**config.mk**
```make
export PLATFORM = sky130hd
export DESIGN_NAME = multi_bit_sync_filter
export DESIGN_NICKNAME = d
export VERILOG_FILES = /design/src/rtl/multi_bit_sync_filter.sv
export SDC_FILE = /design/constraint.sdc
export NUM_CORES = 1
export LEC_CHECK = 0
export CORE_MARGIN = 1
export CORE_UTILIZATION = 51
export CTS_BUF_LIST = sky130_fd_sc_hd__clkbuf_16
export CTS_CLUSTER_DIAMETER = 30
export DETAILED_ROUTE_END_ITERATION = 16
export HOLD_SLACK_MARGIN = 0.06
export PLACE_DENSITY = 0.81
export SLEW_MARGIN = 40
export SYNTH_ARGS = -nofsm -noshare
export SYNTH_HDL_FRONTEND = slang
export SYNTH_SLANG_ARGS = --single-unit
```
**constraint.sdc**
```tcl
create_clock -name i_clock -period 1.6 [get_ports i_clock]
set_input_delay 0.32 -clock i_clock [delete_from_list [all_inputs] [get_ports i_clock]]
set_output_delay 0.32 -clock i_clock [all_outputs]
set_load 0.01 [all_outputs]
```
**src/rtl/multi_bit_sync_filter.sv**
```systemverilog
// Purpose : per-channel N-flop synchronizer followed by a stability (glitch) filter and optional edge pulses.
// Latency : level first sampled at edge k shows on o_data after edge k+NB_STAGES+FILTER_CYCLES-1.
// Backpres: none; i_enable=0 freezes filter counters and o_data while the sync chains keep shifting.
//
// Ports:
//   i_clock   - destination clock, all state updates on its rising edge
//   i_reset_n - synchronous active-low reset
//   i_data    - NB_CH asynchronous level inputs
//   i_enable  - filter/output update enable
//   o_data    - synchronized and filtered levels
//   o_rise    - one-cycle pulse per channel when o_data goes 0->1
//   o_fall    - one-cycle pulse per channel when o_data goes 1->0
//   o_changed - high in any cycle where some o_rise/o_fall bit is high
//
// Macro MULTI_BIT_SYNC_EDGE_DETECT_EN: when defined the edge pulse registers are built;
// when undefined o_rise/o_fall/o_changed are constant 0 and o_data is unaffected.
// Not for buses whose bits must stay coherent: each channel settles independently.

module multi_bit_sync_filter #(
   parameter int               NB_CH         = 4,
   parameter int               NB_STAGES     = 2,
   parameter int               FILTER_CYCLES = 3,
   parameter logic [NB_CH-1:0] RESET_VALUE   = '0
) (
   input  logic             i_clock,
   input  logic             i_reset_n,
   input  logic [NB_CH-1:0] i_data,
   input  logic             i_enable,
   output logic [NB_CH-1:0] o_data,
   output logic [NB_CH-1:0] o_rise,
   output logic [NB_CH-1:0] o_fall,
   output logic             o_changed
);

   // A 1-cycle filter still needs a 1-bit counter field to keep the vector legal.
   localparam int              CNT_W    = (FILTER_CYCLES > 1) ? $clog2(FILTER_CYCLES) : 1;
   localparam logic [CNT_W-1:0] CNT_LAST = CNT_W'(FILTER_CYCLES - 1);

   if (NB_STAGES < 2) begin : g_bad_stages
      $error("multi_bit_sync_filter: NB_STAGES must be >= 2");
   end
   if (FILTER_CYCLES < 1) begin : g_bad_filter
      $error("multi_bit_sync_filter: FILTER_CYCLES must be >= 1");
   end

   // Synchronizer chains: index 0 is the metastability-capturing stage.
   logic [NB_STAGES-1:0][NB_CH-1:0] sync_q;
   logic [NB_CH-1:0]                sync_s;

   always_ff @(posedge i_clock) begin
      if (!i_reset_n) begin
         sync_q <= {NB_STAGES{RESET_VALUE}};
      end else begin
         sync_q <= {sync_q[NB_STAGES-2:0], i_data};
      end
   end

   assign sync_s = sync_q[NB_STAGES-1];

   // Stability filter: o_data only follows sync_s after FILTER_CYCLES consecutive
   // enabled cycles of disagreement. The counter saturates at CNT_LAST and is
   // cleared on update, so it can never wrap.
   logic [NB_CH-1:0][CNT_W-1:0] cnt_q;
   logic [NB_CH-1:0][CNT_W-1:0] cnt_d;
   logic [NB_CH-1:0]            upd;
   logic [NB_CH-1:0]            data_d;

   always_comb begin
      cnt_d = cnt_q;
      upd   = '0;
      for (int ch = 0; ch < NB_CH; ch++) begin
         if (i_enable) begin
            if (sync_s[ch] == o_data[ch]) begin
               cnt_d[ch] = '0;
            end else if (cnt_q[ch] == CNT_LAST) begin
               upd[ch]   = 1'b1;
               cnt_d[ch] = '0;
            end else begin
               cnt_d[ch] = cnt_q[ch] + CNT_W'(1);
            end
         end
      end
      data_d = (o_data & ~upd) | (sync_s & upd);
   end

   always_ff @(posedge i_clock) begin
      if (!i_reset_n) begin
         o_data <= RESET_VALUE;
         cnt_q  <= '0;
      end else begin
         o_data <= data_d;
         cnt_q  <= cnt_d;
      end
   end

`ifdef MULTI_BIT_SYNC_EDGE_DETECT_EN
   // Pulses are registered alongside o_data so they line up with the new value.
   // upd is zero while disabled, which also clears the pulses.
   always_ff @(posedge i_clock) begin
      if (!i_reset_n) begin
         o_rise    <= '0;
         o_fall    <= '0;
         o_changed <= 1'b0;
      end else begin
         o_rise    <= upd & sync_s;
         o_fall    <= upd & ~sync_s;
         o_changed <= |upd;
      end
   end
`else
   assign o_rise    = '0;
   assign o_fall    = '0;
   assign o_changed = 1'b0;
`endif

endmodule

```
==> summary.log <==
INFO  global_routing grt_start_max_net_pins=33
INFO  die            die_height=43.9um
INFO  clocking       clock_tree.buffer_depth=2
INFO  logic_synthesis xor_xnor_portion_of_the_synthesized_cell_area=0.0392
INFO  logic_synthesis distinct_cell_type_count_after_synthesis=14
INFO  placed_design  port_buffers=10
INFO  critical_path  timing.critical_path.from_type=flop
INFO  placed_design  area_post_placement=947squm
INFO  cells_and_area area_growth_syn_to_layout=14.7%
INFO  critical_path  path_cells=clkdlybuf4s50_1
INFO  sta            drv_slew=0
INFO  cells_and_area finish.cell_count_without_fillers=113
INFO  power_and_ir_drop power_per_cell_area=1060mW/mm^2
INFO  critical_path  r2r_setup_slack=830ps
INFO  run            maximum_capacitance_violations=0
INFO  cells_and_area insertedDiodeCount=0
INFO  sta            fin_crit=1490ps
INFO  logic_synthesis largest_area_contributor_in_the_synthesized_netlist=dfxtp_1
INFO  die            std_cell_rows=14
INFO  drt            drt_pass1_iterations=6
INFO  critical_path  cp.arrival=1170ps
INFO  critical_path  cp.required=1280ps
INFO  sta            final_min_period_over_clock_period=0.931
INFO  cells_and_area final_net_count=105
INFO  sta            final-setup-viol-count=0
INFO  drt            wire_per_inst=11.2um
INFO  drt            drt_iter0_drc=11
INFO  global_routing globalRouteTotalUtil=0.142
INFO  logic_synthesis synth_top_family_by_area=simple AND/OR/NAND/NOR gates
INFO  placed_design  place_worst_setup_slack=238ps
INFO  power_and_ir_drop p_int=0.877mW
INFO  drt            post_drt_via_cell_ratio=5.12
INFO  clocking       cts_sinks=20
INFO  sta            finClkSkew=2.17ps
INFO  critical_path  critical_path_class=reg2out
INFO  power_and_ir_drop power_switching_share=0.195
INFO  logic_synthesis syn_inst=87
INFO  logic_synthesis netlist.area_leader.share=0.448
INFO  logic_synthesis synth-adder-area-share=0
INFO  clocking       postcts_setup_bufs=0
INFO  clocking       worstSkewPairLatency=250ps
INFO  cells_and_area top_library_cells_by_usage_in_the_layout_fill_and_taps_aside=dfxtp_1 (20), nand3b_1 (12), clkdlybuf4s50_1 (10)
INFO  clocking       clock_tree.root_cell=clkbuf_16
INFO  cells_and_area layout.cells.most_common=dfxtp_1
INFO  placed_design  dpl.hpwl=812um
INFO  global_routing grt_first_pass_wirelength=2.00mm
INFO  drt            postRouteAntennaNets=0
INFO  clocking       tritoncts=yes
INFO  critical_path  end_kind=primary output
INFO  worst_hold_path hold_class=reg2reg
INFO  critical_path  critPathBufInv=1
INFO  logic_synthesis synth_register_bits=20
INFO  power_and_ir_drop clockPowerShare=0.463
INFO  placed_design  place_inst=109
INFO  logic_synthesis synth-compound-area-share=0.0448
INFO  logic_synthesis syn-cell-area=895squm
INFO  sta            timing.setup.tns=0ps
INFO  die            dieWidth=43.9um
INFO  sta            fin_ws=110ps
INFO  die            io_pins=20
INFO  die            coreArea=0.00158sqmm
INFO  global_routing first_global_vias=500
INFO  logic_synthesis synth-simple-area-share=0.280
INFO  power_and_ir_drop netSwitchingPower=0.213mW
INFO  cells_and_area layout-drive-gt1-share=0.0515
INFO  critical_path  timing.critical_path.slowest_cell_delay=550ps
INFO  power_and_ir_drop power=1.09mW
INFO  logic_synthesis post_synth_main_area_contributors=dfxtp_1 (45%), nand3b_1 (10%), buf_4 (9.2%)
INFO  clocking       cts.htree.levels=1
INFO  logic_synthesis yosys_warnings=0
INFO  logic_synthesis yosys-mux-area-fraction=0.0448
INFO  power_and_ir_drop comb_power_share=0.063
INFO  drt            route.vias.total=579
INFO  clocking       inserted_clock_buffers=3
INFO  drt            finalWirelength=1.27mm
INFO  die            start_util=0.567
INFO  logic_synthesis yosysSeqAreaShare=0.448
INFO  sta            grt_setup_unrepaired=no
INFO  die            total_die_area=0.00193sqmm
INFO  sta            hold_viol=0
INFO  cells_and_area final_instance_area=0.00103sqmm
INFO  power_and_ir_drop leakagePower=0.384nW
INFO  sta            fmax=0.671GHz
INFO  logic_synthesis avgSynthCellArea=10.3squm
INFO  clocking       post_cts.resized_instances=0
INFO  clocking       worst_setup_hold_path_clk_slew=50ps
INFO  global_routing grt-ovfl-total=0
INFO  critical_path  cell_family_with_most_cp_delay=buffers and inverters
INFO  global_routing antenna_violations_before_repair=0
INFO  drt            post-route-drc-count=0
INFO  critical_path  crit_slowest_cell=clkdlybuf4s50_1
INFO  placed_design  gp_routability_congestion=0.680
INFO  power_and_ir_drop seq_power_share=0.474
INFO  power_and_ir_drop peakVddDrop=0.741mV
INFO  run_status     run_status=complete, no violations
INFO  clocking       cts_hold_repair.buffers=0
INFO  critical_path  critical_path_peak_fanout=3
cells in the mapped netlist (all sizes together):
cell     instances
dfxtp           20
buf             14
nand3b          12
and2             8
nand2            8
o21ai            8
mux2i            4
nand4b           4
nand4bb          4
xnor2            4
conb             1
per-layer routing:
metal	up-vias	share of wire	global-route usage
li1	297	-	-
met1	265	0.50	0.172
met2	15	0.45	0.212
met3	2	0.034	0.0417
met4	0	0.015	0.109
met5	-	0	0
final timing paths:
| path | start | end | cells past startpoint |
|---|---|---|---|
| worst max-delay path | flop | o_data[1] | 1 |
| worst min register to register | sync_q[0] | sync_s[0] | 1 |
| worst min-delay path | sync_q[0] | sync_s[0] | 1 |
| worst max register to register | cnt_q[0] | flop | 2 |
kinds of logic (layout without fill, tap and decap cells):
family / count (synthesis) / count (layout)
compound gates: 8 / 8
xor+xnor: 4 / 4
buf+inv: 14 / 16
flops: 20 / 20
mux: 4 / 4
other cells: 1 / 9
simple gates: 36 / 36
layout make-up:
type	instances	area, sq um
fillers	132	551
flip-flops and latches	20	400
multi-input cells	61	399
repair buffers	12	128
clock buffers	3	75.1
well taps	16	20.0
clock inverters	1	3.75
power by group through the flow:
stage / clock network [mW] / logic, mW / registers [mW]
2_1_floorplan: 0 / 0.0695 / 0.526
3_3_place_gp: 0 / 0.0657 / 0.526
3_5_place_dp: 0 / 0.0679 / 0.527
4_1_cts: 0.517 / 0.0684 / 0.516
5_1_grt: 0.531 / 0.0754 / 0.517
6_report: 0.505 / 0.0684 / 0.516
stage by stage:
step           hold slack [ps]  utilization
6_report                   434        0.651
3_5_place_dp               423        0.601
3_3_place_gp               415        0.601
5_1_grt                    454        0.651
4_1_cts                    436        0.651
2_1_floorplan              412            -
Note: power is estimated with default switching activity, not from simulation.
